$ cat config.mk
export PLATFORM = sky130hd
export DESIGN_NAME = memory2
export DESIGN_NICKNAME = d
export VERILOG_FILES = /design/src/rtl/mem_pkg.sv /design/src/rtl/memory2_hold.sv /design/src/rtl/memory2.sv
export SDC_FILE = /design/constraint.sdc
export NUM_CORES = 1
export LEC_CHECK = 0
export ABC_CLOCK_PERIOD_IN_PS = 2600
export BUFFER_PORTS_ARGS = -buffer_cell sky130_fd_sc_hd__buf_2
export CORE_ASPECT_RATIO = 1.1
export CORE_MARGIN = 2
export CORE_UTILIZATION = 28
export CTS_CLUSTER_SIZE = 20
export DETAILED_ROUTE_END_ITERATION = 8
export GPL_ROUTABILITY_DRIVEN = 0
export PLACE_DENSITY = 0.62
export SLEW_MARGIN = 15
export SYNTH_ARGS = -nofsm -noshare
export SYNTH_HDL_FRONTEND = slang
export SYNTH_SLANG_ARGS = --single-unit
$ cat constraint.sdc
create_clock -name clk -period 2.6 [get_ports clk]
set_clock_uncertainty 0.05 [all_clocks]
set_input_delay 0.78 -clock clk [delete_from_list [all_inputs] [get_ports clk]]
set_output_delay 0.78 -clock clk [all_outputs]
set_load 0.005 [all_outputs]
$ cat src/rtl/mem_pkg.sv
// Shared memory-pipeline definitions: instruction field layout, lane geometry, hold FSM states.
package mem_pkg;

  localparam int unsigned INST_W      = 64;
  localparam int unsigned LANE_W      = 32;
  localparam int unsigned DATA_W      = 2 * LANE_W;
  localparam int unsigned REG_W       = 6;

  localparam int unsigned LOAD_EN_LSB = 0;
  localparam int unsigned LOAD_EN_W   = 2;
  localparam int unsigned SWAP_BIT    = 2;
  localparam int unsigned RD_WE_LSB   = 3;
  localparam int unsigned RD_WE_W     = 2;
  localparam int unsigned RD0_LSB     = 5;
  localparam int unsigned RD1_LSB     = 11;

  typedef struct packed {
    logic [LOAD_EN_W-1:0] load_en;
    logic                 swap;
    logic [RD_WE_W-1:0]   rd_we;
    logic [REG_W-1:0]     rd0;
    logic [REG_W-1:0]     rd1;
  } inst_dec_t;

  typedef enum logic {
    HOLD_EMPTY = 1'b0,
    HOLD_HELD  = 1'b1
  } hold_state_t;

  // Exchange the two 32-bit lanes of a 64-bit word.
  function automatic logic [DATA_W-1:0] swap_lanes(input logic [DATA_W-1:0] d);
    return {d[LANE_W-1:0], d[DATA_W-1:LANE_W]};
  endfunction

endpackage

$ cat src/rtl/memory2_hold.sv
// Captures BRAM read data on the first stalled cycle so it survives until the stage advances.
module memory2_hold
  import mem_pkg::*;
(
  input  logic              clk,
  input  logic              rst,
  input  logic              stall,
  input  logic              flush,
  input  logic              used,
  input  logic [DATA_W-1:0] doutb,
  output logic [DATA_W-1:0] sel_data_c,
  output logic              hold_valid
);

  hold_state_t       state;
  hold_state_t       state_nxt;
  logic              capture;
  logic [DATA_W-1:0] hold_data;

  // State and captured data registers.
  always_ff @(posedge clk) begin
    if (rst) begin
      state     <= HOLD_EMPTY;
      hold_data <= '0;
    end else begin
      state <= state_nxt;
      if (capture) hold_data <= doutb;
    end
  end

  // doutb is only valid in the first used cycle, so capture exactly on EMPTY->HELD.
  always_comb begin
    state_nxt = state;
    capture   = 1'b0;
    case (state)
      HOLD_EMPTY: begin
        if (stall && used && !flush) begin
          state_nxt = HOLD_HELD;
          capture   = 1'b1;
        end
      end
      HOLD_HELD: begin
        if (!stall || flush) state_nxt = HOLD_EMPTY;
      end
      default: state_nxt = HOLD_EMPTY;
    endcase
  end

  assign hold_valid = (state == HOLD_HELD);
  assign sel_data_c = hold_valid ? hold_data : doutb;

endmodule

$ cat src/rtl/memory2.sv
// Second memory stage: merges load data with execute results and registers the writeback slot.
module memory2
  import mem_pkg::*;
(
  input  logic              clk,
  input  logic              rst,
  input  logic              memory2_used,
  input  logic [INST_W-1:0] inst,
  input  logic [DATA_W-1:0] exec_result,
  input  logic [DATA_W-1:0] doutb,
  input  logic              memory2_stall,
  input  logic              flush,
  output logic              wb_used,
  output logic [INST_W-1:0] wb_inst,
  output logic [DATA_W-1:0] wb_data,
  output logic [RD_WE_W-1:0] wb_we,
  output logic [REG_W-1:0]  wb_rd0,
  output logic [REG_W-1:0]  wb_rd1
);

  inst_dec_t         dec;
  logic [DATA_W-1:0] sel_data;
  logic [DATA_W-1:0] mem_data;
  logic [DATA_W-1:0] result;
  logic              hold_valid;

  assign dec.load_en = inst[LOAD_EN_LSB +: LOAD_EN_W];
  assign dec.swap    = inst[SWAP_BIT];
  assign dec.rd_we   = inst[RD_WE_LSB +: RD_WE_W];
  assign dec.rd0     = inst[RD0_LSB +: REG_W];
  assign dec.rd1     = inst[RD1_LSB +: REG_W];

  memory2_hold u_hold (
    .clk        (clk),
    .rst        (rst),
    .stall      (memory2_stall),
    .flush      (flush),
    .used       (memory2_used),
    .doutb      (doutb),
    .sel_data_c (sel_data),
    .hold_valid (hold_valid)
  );

  assign mem_data = dec.swap ? swap_lanes(sel_data) : sel_data;

  assign result[LANE_W-1:0]      = dec.load_en[0] ? mem_data[LANE_W-1:0]      : exec_result[LANE_W-1:0];
  assign result[DATA_W-1:LANE_W] = dec.load_en[1] ? mem_data[DATA_W-1:LANE_W] : exec_result[DATA_W-1:LANE_W];

  // Writeback slot: reset beats flush beats stall; flush leaves payload fields untouched.
  always_ff @(posedge clk) begin
    if (rst) begin
      wb_used <= 1'b0;
      wb_inst <= '0;
      wb_data <= '0;
      wb_we   <= '0;
      wb_rd0  <= '0;
      wb_rd1  <= '0;
    end else if (flush) begin
      wb_used <= 1'b0;
      wb_we   <= '0;
    end else if (!memory2_stall) begin
      wb_used <= memory2_used;
      wb_inst <= inst;
      wb_data <= result;
      wb_we   <= dec.rd_we & {RD_WE_W{memory2_used}};
      wb_rd0  <= dec.rd0;
      wb_rd1  <= dec.rd1;
    end
  end

endmodule

==> results of run 1 <==
==> cell usage in the layout (no fill, tap or decap), drive strengths merged, types with 2 or more instances in the layout <==
cell,synthesis,routed
buf,49,360
nand2,256,256
dfxtp,196,196
a21oi,129,129
nor2,65,65
a222oi,64,64
a211oi,64,64
mux2,64,64
clkbuf,54,22
nor3,4,4
clkinvlp,0,4
inv,2,4
diode,0,2
and2,2,2
a22oi,2,2
bufinv,0,2
clkinv,0,2
nor2b,2,2
==> worst max-delay path: stages <==
cell and delay (ns):
buf_2 0.11, nor2b_4 0.91, a222oi_1 0.25, a211oi_1 0.30
==> logic make-up after synthesis <==
group / after synthesis / share of synthesized area [%]
AOI/OAI and AO/OA: 260 / 21.34
buffers and inverters: 105 / 6.098
DFF: 196 / 46.87
muxes: 64 / 10.31
and+or+nand+nor: 333 / 15.38
==> synth_stat cells, drive strengths merged <==
library cell	number
dfxtp	196
nand2	256
a21oi	129
and2b	1
buf	49
clkbuf	54
a211oi	64
a22oi	2
nor3	4
or2	1
o21ai	1
nand4bb	1
a222oi	64
and4bb	1
mux2	64
nor2b	2
and2	2
nor2	65
inv	2
==> worst max-delay path by stage <==
| stage | slack [ns] | to | cells past startpoint |
|---|---|---|---|
| after floorplan | 0.84 | u_hold.hold_valid | 4 |
| after global placement | 0.22 | wb_data[53] | 4 |
| after detailed placement | 0.19 | wb_data[50] | 4 |
| after CTS | 0.66 | wb_data[38] | 4 |
| after global routing | 0.49 | wb_data[49] | 4 |
| final | 0.54 | wb_data[42] | 4 |
==> sequential cells by signal (all words and copies together) (netlist names) <==
register,flops
wb_inst,64
u_hold.hold_valid,1
wb_data,64
u_hold.hold_data,64
wb_we,2
wb_used,1
==> final cells by class <==
type	count	area share [%]
well taps	374	4.282
flip-flops and latches	196	35.94
clock buffers	22	4.248
multi-input cells	657	36.35
clock inverters	10	1.122
diodes	2	0.04580
repair buffers	360	17.94
inverters	2	0.06870
==> power by group <==
group / internal (W) / switching [W] / leakage [nW]
Sequential: 0.00315 / 0.0000756 / 1.60
Clock: 0.00148 / 0.00125 / 0.274
Combinational: 0.000448 / 0.000528 / 2.77
==> per-layer routing <==
metal  vias up  track usage (%)
li1       3944                -
met3        35            5.021
met1      3843            22.39
met5         -                0
met2       367            30.69
met4         4            5.379
==> per-stage QoR <==
| step | utilization (%) | hold WS [ns] | instance area, µm² | std cells |
|---|---|---|---|---|
| after floorplan | - | 0.3839 | 8372 | 958 |
| after global placement | 35.06 | 0.3891 | 10340 | 1589 |
| after detailed placement | 35.06 | 0.3935 | 10340 | 1589 |
| after CTS | 37.05 | 0.4031 | 10920 | 1621 |
| after global routing | 37.06 | 0.4199 | 10930 | 1622 |
| final | 37.07 | 0.4023 | 10930 | 1623 |
==> metrics.md, run 1 <==
| Metric | Value |
|---|---|
| Max_cap viols | 0 |
| Die ar. | about 31000 µm² |
| Seq cells post-synth | between 150 and 200 |
| Final WL | about 30000 µm |
| Internal reg-to-reg setup slack | 0.77 ns |
| Post-Syn Area | around 8400 µm² |
| Minimum clock period | 2.060 ns |
| Multi-input logic area | 3973 µm² |
| Worst VDD drop | 285.9 µV |
| Worst EP arrival | 2.35 ns |
| Drt drc | 0 |
| Worst-margin pin slew | 1.134 ns |
| Via-per-instance ratio | 5.048 |
| Final Hold Fails | 0 |
| Core footprint | 29480 µm² |
| CTS tree | built |
| Hold Crit Depth | 2 |
| Top-area cell type share of the netlist area | 46.87% |
| Post-CTS Hold Fix Bufs | 0 |
| Critical Path End Type | flop |
| Final setup vio count | 0 |
| Final Max Tran Viols | 0 |
| GRT Residual Overflow | 0 |
| Clk_lat worst skew | 0.44 ns |
| Layout cell share with drive strength beyond 1 | 34.96% |
| Uppermost routed layer | met5 |
| Leading area contributor after synthesis | dfxtp_1 |
| NumNets Final | 1431 |
| CP Launch Point | inst[1] |
| I/O Buffers | 339 |
| Die X | 168.9 µm |
| Post-DR wirelength/cell | 18.28 µm |
| Max FO, Critical Path | 32 |
| Clock-pin slew on the worst setup and hold paths | approximately 0.07 ns |
| CTS buffer count | 17 |
| CP Class | input port to flop |
| Post-synthesis area per instance | 8.739 µm² |
| Synth top area cells | dfxtp_1, nand2_1, a21oi_1 |
| Global-route wire length before repair | roughly 44000 µm |
| WL met2 | 14260 µm |
| CTS Sinks | 196 |
| Synth warn | 0 |
| Dpl hpwl | 19930 µm |
| Register area | 3928 µm² |
| Via count | 8193 |
| RR Endpoint | wb_data[54] |
| Vias in the first global route | 7636 |
| Routed Antenna Nets | 0 |
| Final worst-path cycle share | about four fifths |
| Initial core utilization | between 20 and 30% |
| PostCTS Resize Cnt | 0 |
| Crit path launch type | input port |
| R2R Path Start | u_hold.hold_valid |
| Post-CTS Setup Bufs | 0 |
| P_leak | around 4.6 nW |
| Post-synth cell types | 23 |
| Top-Level Pins | 340 |
| M1 wire length | 12380 µm |
| Pwr dens | 633.6 nW/µm² |
| PnR worst setup slack | 0.5396 ns |
| Row count | 66 |
| Hold EP | wb_inst[60] |
| Hold/Removal Path Class | flop to flop |
| Post-Synthesis Net Count | about 1200 |
| Die Y | approximately 190 µm |
| H-Tree Level Count | 4 |
| Initial antenna violation count | 5 |
| P&R area growth vs syn | 30.53% |
| Root buffer cell | clkbuf_16 |
| Met3 Wirelength | roughly 2500 µm |
| Worst R2R Path Depth | 4 |
| # fillers | slightly above 3000 |
| Sequential share of the synthesized area | 46.87% |
| Synthesized instance count | 958 |
| Max Fclk | 485.3 MHz |
| Worst hold start | wb_inst[60] |
| Total Power | 0.006924 W |
| Clock buffer depth | 2 |
| Unrepaired setup endpoints after global routing | no |
| Total GRT Usage | 18.11% |
| Largest net degree at the start of global routing | roughly 110 |
| Setup WS pre-CTS | about 0.19 ns |
| Setup TNS | 0 ns |
| Drt pass-1 iters | 9 |
| Run status | complete, no violations |
| Worst path required time | 2.89 ns |
| Initial DRC count | between 600 and 700 |
| Relative slew slack | 24.23% |
(Power assumes the default switching activity.)
==> run 2, diff against run 1 <==
--- a/config.mk
+++ b/config.mk
@@ -5,7 +5,8 @@
 export SDC_FILE = /design/constraint.sdc
 export NUM_CORES = 1
 export LEC_CHECK = 0
-export ABC_CLOCK_PERIOD_IN_PS = 2600
+export ABC_AREA = 1
+export ABC_CLOCK_PERIOD_IN_PS = 1800
 export BUFFER_PORTS_ARGS = -buffer_cell sky130_fd_sc_hd__buf_2
 export CORE_ASPECT_RATIO = 1.1
 export CORE_MARGIN = 2
@@ -13,7 +14,7 @@
 export CTS_CLUSTER_SIZE = 20
 export DETAILED_ROUTE_END_ITERATION = 8
 export GPL_ROUTABILITY_DRIVEN = 0
-export PLACE_DENSITY = 0.62
+export PLACE_DENSITY = 0.63
 export SLEW_MARGIN = 15
 export SYNTH_ARGS = -nofsm -noshare
 export SYNTH_HDL_FRONTEND = slang
==> constraint.sdc (replaced) <==
create_clock -name clk -period 1.8 [get_ports clk]
set_clock_uncertainty 0.05 [all_clocks]
set_input_delay 0.54 -clock clk [delete_from_list [all_inputs] [get_ports clk]]
set_output_delay 0.54 -clock clk [all_outputs]
set_load 0.005 [all_outputs]
==> run 2 against run 1 <==
Net effect: register-to-register slack got worse by 0.42 ns; global-route usage grew 0.60 points; total power up 48%; cell count grew 28%; clock power increased by 48%; critical path depth down 3; largest power group unchanged.
==> metrics.md, run 2 <==
| Metric | Value |
|---|---|
| Drt pass-1 iters | 5 |
| Unrepaired setup endpoints after global routing | no |
| Final Util | between 30% and 40% |
| Via-per-instance ratio | 4.757 |
| Post-synth cell types | 19 |
| Max FO, Critical Path | 3 |
| Pwr dens | 870.8 nW/µm² |
| Worst path required time | 1.21 ns |
| Top flop regs | u_hold.hold_data (64), wb_data (64), wb_inst (64) |
| Max_cap viols | 0 |
| Initial DRC count | 679 |
| Grt met2 use | 31.79% |
| Top Family by Delay on Critical Path | flip-flops |
| Worst-margin pin slew | 0.4085 ns |
| Post-CTS Hold Fix Bufs | 0 |
| Layout cell share with drive strength beyond 1 | 25.63% |
| CTS buffer count | 17 |
| Routed Antenna Nets | 0 |
| CP Class | flop to output port |
| Worst EP arrival | 0.99 ns |
| Die ar. | around 34000 µm² |
| Critical Path End Type | output port |
| Setup WS pre-CTS | -0.01444 ns |
| Most frequent cells in the layout | buf_2, nand2_1, nand3_1, nor2_1, dfxtp_1 |
| Total GRT Usage | 18.71% |
| Row count | 68 |
| Synth warn | 0 |
| Seq cells post-synth | 196 |
| CTS Sinks | 196 |
| Post-synthesis area per instance | ~6.6 µm² |
| Largest stage delay, worst path | 0.41 ns |
| Global-route wire length before repair | 49200 µm |
| P&R area growth vs syn | 31.09% |
| GR peak layer | met2 |
| FFs w/ async S/R, synth | 0% |
| P_leak | ~5.6 nW |
| Final Max Tran Viols | 0 |
| Hold/Removal Path Class | input port to flop |
| Post-DR wirelength/cell | around 16 µm |
| NumNets Final | 1838 |
| Drt drc | 0 |
| Top-Level Pins | 340 |
| Root buffer cell | clkbuf_16 |
| Dpl hpwl | about 23000 µm |
| Via count | 9889 |
| Initial core utilization | 28.56% |
| PostCTS Resize Cnt | 0 |
| Die Y | 191.9 µm |
| Critical Path Slowest Stage Cell | dfxtp_1 |
| Most common cell after layout, fill and taps aside | buf_2 |
| Number of synthesized flops with an enable pin | 0 |
| Post-Syn Area | 8990 µm² |
| Largest net degree at the start of global routing | 78 |
| Synthesized instance count | roughly 1400 |
| Final setup vio count | 0 |
| Core footprint | 31480 µm² |
| GRT Residual Overflow | 0 |
| Sequential share of the synthesized area | between 40% and 50% |
| Worst VDD drop | 596.1 µV |
| Post-Synthesis Net Count | ~1600 |
| Critical path buffer and inverter count | 1 |
| Minimum clock period | 1.575 ns |
| Clock-pin slew on the worst setup and hold paths | 0.07 ns |
| Max Fclk | around 630 MHz |
| Relative slew slack | between 70 and 80% |
| Vias in the first global route | 9070 |
| CTS tree | built |
| Top-area cell type share of the netlist area | 43.65% |
| Clock buffer depth | 2 |
| Die X | 174.8 µm |
| Final worst-path cycle share | 87.52% |
| PnR worst setup slack | 0.2246 ns |
| Leading area contributor after synthesis | dfxtp_1 |
| Total Power | 0.01026 W |
| Setup TNS | 0 ns |
| Post-synth top cells | nand2_1, nand3_1, nor2_1 |
| I/O Buffers | about 340 |
| Initial antenna violation count | 10 |
| Synth top area cells | dfxtp_1, nand3_1, nand2_1 |
| Ys flop type | dfxtp_1 |
| # fillers | 3389 |
| Clk_lat worst skew | 0.44 ns |
| Final Hold Fails | 0 |
| Met3 usage | 5.206% |
| CP Cell Sequence | buf_2 |
| Final WL | 32330 µm |
| Crit path launch type | flop |
| GR met1 Demand/Resource | 23.13% |
| Post-CTS Setup Bufs | 0 |
| Run status | complete, no violations |
| Most common cell in the netlist | nand2_1 |
| H-Tree Level Count | 4 |
[run 2: worst paths after layout]
kind / from / end / slack (ns) / cells past startpoint
worst max-delay path: wb_inst[15] / wb_inst[15] / 0.22 / 1
worst min-delay path: inst[5] / wb_inst[5] / 0.28 / 3
worst max register to register: u_hold.hold_valid / wb_data[46] / 0.35 / 6
worst min register to register: wb_we[1] / wb_we[1] / 0.41 / 2
[run 2: cell type report]
| type | count | area (µm²) | share of cell area, % |
|---|---|---|---|
| repair buffers | 380 | 2192 | 18.60 |
| flip-flops and latches | 196 | 3925 | 33.30 |
| diodes | 5 | 12.51 | 0.1062 |
| well taps | 420 | 525.5 | 4.459 |
| clock inverters | 11 | 150.1 | 1.274 |
| clock buffers | 21 | 450.4 | 3.822 |
| multi-input cells | 974 | 4258 | 36.13 |
| inverters | 72 | 271.5 | 2.304 |
[run 2: cells by family after synthesis]
group	share of synthesized area, %
buffers and inverters	9.158
flip-flops	43.65
AO/OA/AOI/OAI	10.91
AND/OR/NAND/NOR	36.28
[run 2: through the flow]
stage	cell area [µm²]	hold WS (ns)	std cells
5_1_grt	11780	0.2680	2077
4_1_cts	11770	0.2506	2074
3_5_place_dp	11170	0.3985	2042
6_report	11790	0.2786	2079
2_1_floorplan	8990	0.4027	1354
3_3_place_gp	11170	0.3993	2042
[run 2: layer usage]
metal / wire (µm) / part of all wire, %
met5: 56 / 0.17
met4: 469 / 1.5
met3: 2465 / 7.6
met2: 15540 / 48
met1: 13810 / 43
[run 2: where the power goes]
group	internal (W)	switching, W	leakage [nW]
registers	0.00459	0.000127	1.61
clock network	0.00224	0.00180	0.288
logic	0.000640	0.000867	3.74
total	0.00747	0.00280	5.64
[run 2: worst register-to-register path, cell delays in order, from the launching register on]
cell	delay (ns)
dfxtp_2	0.35
inv_2	0.08
buf_4	0.36
nand2_1	0.16
nand3_1	0.09
nand3_1	0.15
a21oi_1	0.15
==> run 3, diff against run 2 <==
--- a/config.mk
+++ b/config.mk
@@ -15,6 +15,7 @@
 export DETAILED_ROUTE_END_ITERATION = 8
 export GPL_ROUTABILITY_DRIVEN = 0
 export PLACE_DENSITY = 0.63
+export RECOVER_POWER = 25
 export SLEW_MARGIN = 15
 export SYNTH_ARGS = -nofsm -noshare
 export SYNTH_HDL_FRONTEND = slang
==> run 3 against run 2 <==
Net effect: sequential share of layout area rose by 0.15 points; worst setup slack gained 0.00055 ns; via count grew 1.0%; worst hold slack lost 0.0011 ns; first-iteration DRC count rose by 5.3%; cell area fell by 0.46%; register-to-register slack got worse by 0.08 ns; clock power barely moved; critical endpoint unchanged; largest power group unchanged.
==> metrics.md, run 3 (synthesis gave the netlist of run 2 again) <==
| Metric | Value |
|---|---|
| Setup TNS | 0 ns |
| Relative slew slack | 55.36% |
| Dpl hpwl | 23310 µm |
| I/O Buffers | 339 |
| Hold/Removal Path Class | input port to flop |
| Register area | 3925 µm² |
| Initial core utilization | 28.56% |
| Root buffer cell | clkbuf_16 |
| Int Power | roughly 0.0075 W |
| P_leak | roughly 5.6 nW |
| CP Launch Point | wb_inst[15] |
| CP endpoint | wb_inst[15] |
| Worst R2R Path Depth | 6 |
| Final WL | 32370 µm |
| Clk_lat worst skew | 0.44 ns |
| Clock-pin slew on the worst setup and hold paths | 0.07 ns |
| Most common cell after layout, fill and taps aside | buf_2 |
| Most frequent cells in the layout | buf_2, nand2_1, nand3_1, nor2_1, dfxtp_1 |
| Setup WS pre-CTS | -0.01444 ns |
| Final worst-path cycle share | 87.49% |
| Run status | complete, no violations |
| Largest stage delay, worst path | 0.41 ns |
| CTS buffer count | 17 |
| Max Fclk | 635.0 MHz |
| Worst path required time | 1.21 ns |
| Core footprint | 31480 µm² |
| Reg power frac | 45.9% |
| CTS Sinks | 196 |
| Die X | 174.8 µm |
| Critical Path Slowest Stage Cell | dfxtp_1 |
| Top Family by Delay on Critical Path | flip-flops |
| CP Cell Sequence | buf_2 |
| Largest net degree at the start of global routing | 78 |
| Cell Area, Placed | around 11000 µm² |
| Die Y | 191.9 µm |
| Internal reg-to-reg setup slack | 0.27 ns |
| RR Endpoint | u_hold.hold_data[54] |
| Critical path buffer and inverter count | 1 |
| CTS tree | built |
| Minimum clock period | around 1.6 ns |
| Max FO, Critical Path | 3 |
| Routed Antenna Nets | 0 |
| PostCTS Resize Cnt | 0 |
| Vias in the first global route | roughly 9100 |
| GRT Residual Overflow | 0 |
| Die ar. | 33560 µm² |
| Post-CTS Hold Fix Bufs | 0 |
| P&R area growth vs syn | 30.49% |
| Row count | 68 |
| Drt pass-1 iters | 5 |
| Final Hold Fails | 0 |
| R2R Path Start | u_hold.hold_valid |
| Logic pwr share | 14.6% |
| Final Util | around 37% |
| Post-DR wirelength/cell | 15.58 µm |
| Final Max Tran Viols | 0 |
| NumNets Final | 1838 |
| Via count | 9992 |
| Sw Ratio | 27.33% |
| Initial antenna violation count | 9 |
| Finished Cell Area | 11730 µm² |
| Crit path launch type | flop |
| Unrepaired setup endpoints after global routing | no |
| H-Tree Level Count | 4 |
| Post-CTS Setup Bufs | 0 |
| Top flop regs | u_hold.hold_data (64), wb_data (64), wb_inst (64) |
| Worst-margin pin slew | 0.6697 ns |
| Via-per-instance ratio | about 4.8 |
| PnR worst setup slack | 0.2252 ns |
| Worst VDD drop | around 600 µV |
| Final setup vio count | 0 |
| Initial DRC count | 715 |
| Sw Pwr | 0.002803 W |
| Clock buffer depth | 2 |
| Total GRT Usage | a little under a fifth |
| Instance count on the critical path | 1 |
| Clk pwr share | 39.5% |
| Layout cell share with drive strength beyond 1 | 25.15% |
| # fillers | 3401 |
| Worst EP arrival | 0.98 ns |
| Drt drc | 0 |
| Max_cap viols | 0 |
| Critical Path End Type | output port |
| Global-route wire length before repair | ~49000 µm |
| Pwr dens | just under 900 nW/µm² |
| Top-Level Pins | 340 |
| Multi-input logic area | roughly 4300 µm² |
| CP Class | flop to output port |
## run 3: changes by cell type in the layout (fill, tap and decap cells not counted)
| cell | before | now |
|---|---|---|
| buf_12 | 15 | 13 |
| buf_2 | 339 | 337 |
| buf_4 | 26 | 19 |
| clkbuf_1 | 3 | 10 |
| clkbuf_2 | 0 | 2 |
| clkbuf_4 | 0 | 2 |
| clkinv_2 | 3 | 2 |
| clkinvlp_2 | 0 | 1 |
| diode_2 | 5 | 4 |
| inv_1 | 62 | 63 |
| inv_2 | 9 | 8 |
## run 3: area by class of cell
cell class	count	share of cell area, %
sequential	196	33.46
timing repair buffer	380	18.25
multi-input combinational	974	36.29
inverter	72	2.314
clock inverter	11	1.280
tap	420	4.480
clock buffer	21	3.840
antenna	4	0.08532
## run 3: metrics by stage
stage	total power, W	instances	hold WS [ns]
after floorplan	0.005605	1354	0.4027
after global placement	0.006305	2042	0.3993
after detailed placement	0.006330	2042	0.3985
after CTS	0.01042	2074	0.2506
after global routing	0.01077	2076	0.2680
final	0.01026	2078	0.2775
## run 3: worst min path at each step
stage,startpoint,endpoint,slack [ns],cells after the start
detailed placement,wb_we[1],wb_we[1],0.40,2
global placement,wb_we[1],wb_we[1],0.40,2
CTS,inst[5],wb_inst[5],0.25,3
floorplan,wb_we[1],wb_we[1],0.40,2
global route,inst[37],wb_inst[37],0.27,3
finish,inst[5],wb_inst[5],0.28,3
## run 3: per-layer routing
| layer | track usage (%) | up-vias | routed length [µm] |
|---|---|---|---|
| met4 | 5.417 | 10 | 488 |
| met1 | 23.13 | 4604 | 13740 |
| met5 | 0 | - | 60 |
| li1 | - | 4953 | - |
| met3 | 5.206 | 41 | 2487 |
| met2 | 31.79 | 384 | 15590 |
## run 3: power by group through the flow
| stage | clock (W) | combinational [W] | sequential [W] |
|---|---|---|---|
| after floorplan | 0 | 0.000794 | 0.00481 |
| after global placement | 0 | 0.00150 | 0.00480 |
| after detailed placement | 0 | 0.00152 | 0.00481 |
| after CTS | 0.00418 | 0.00153 | 0.00471 |
| after global routing | 0.00434 | 0.00169 | 0.00474 |
| final | 0.00405 | 0.00149 | 0.00471 |
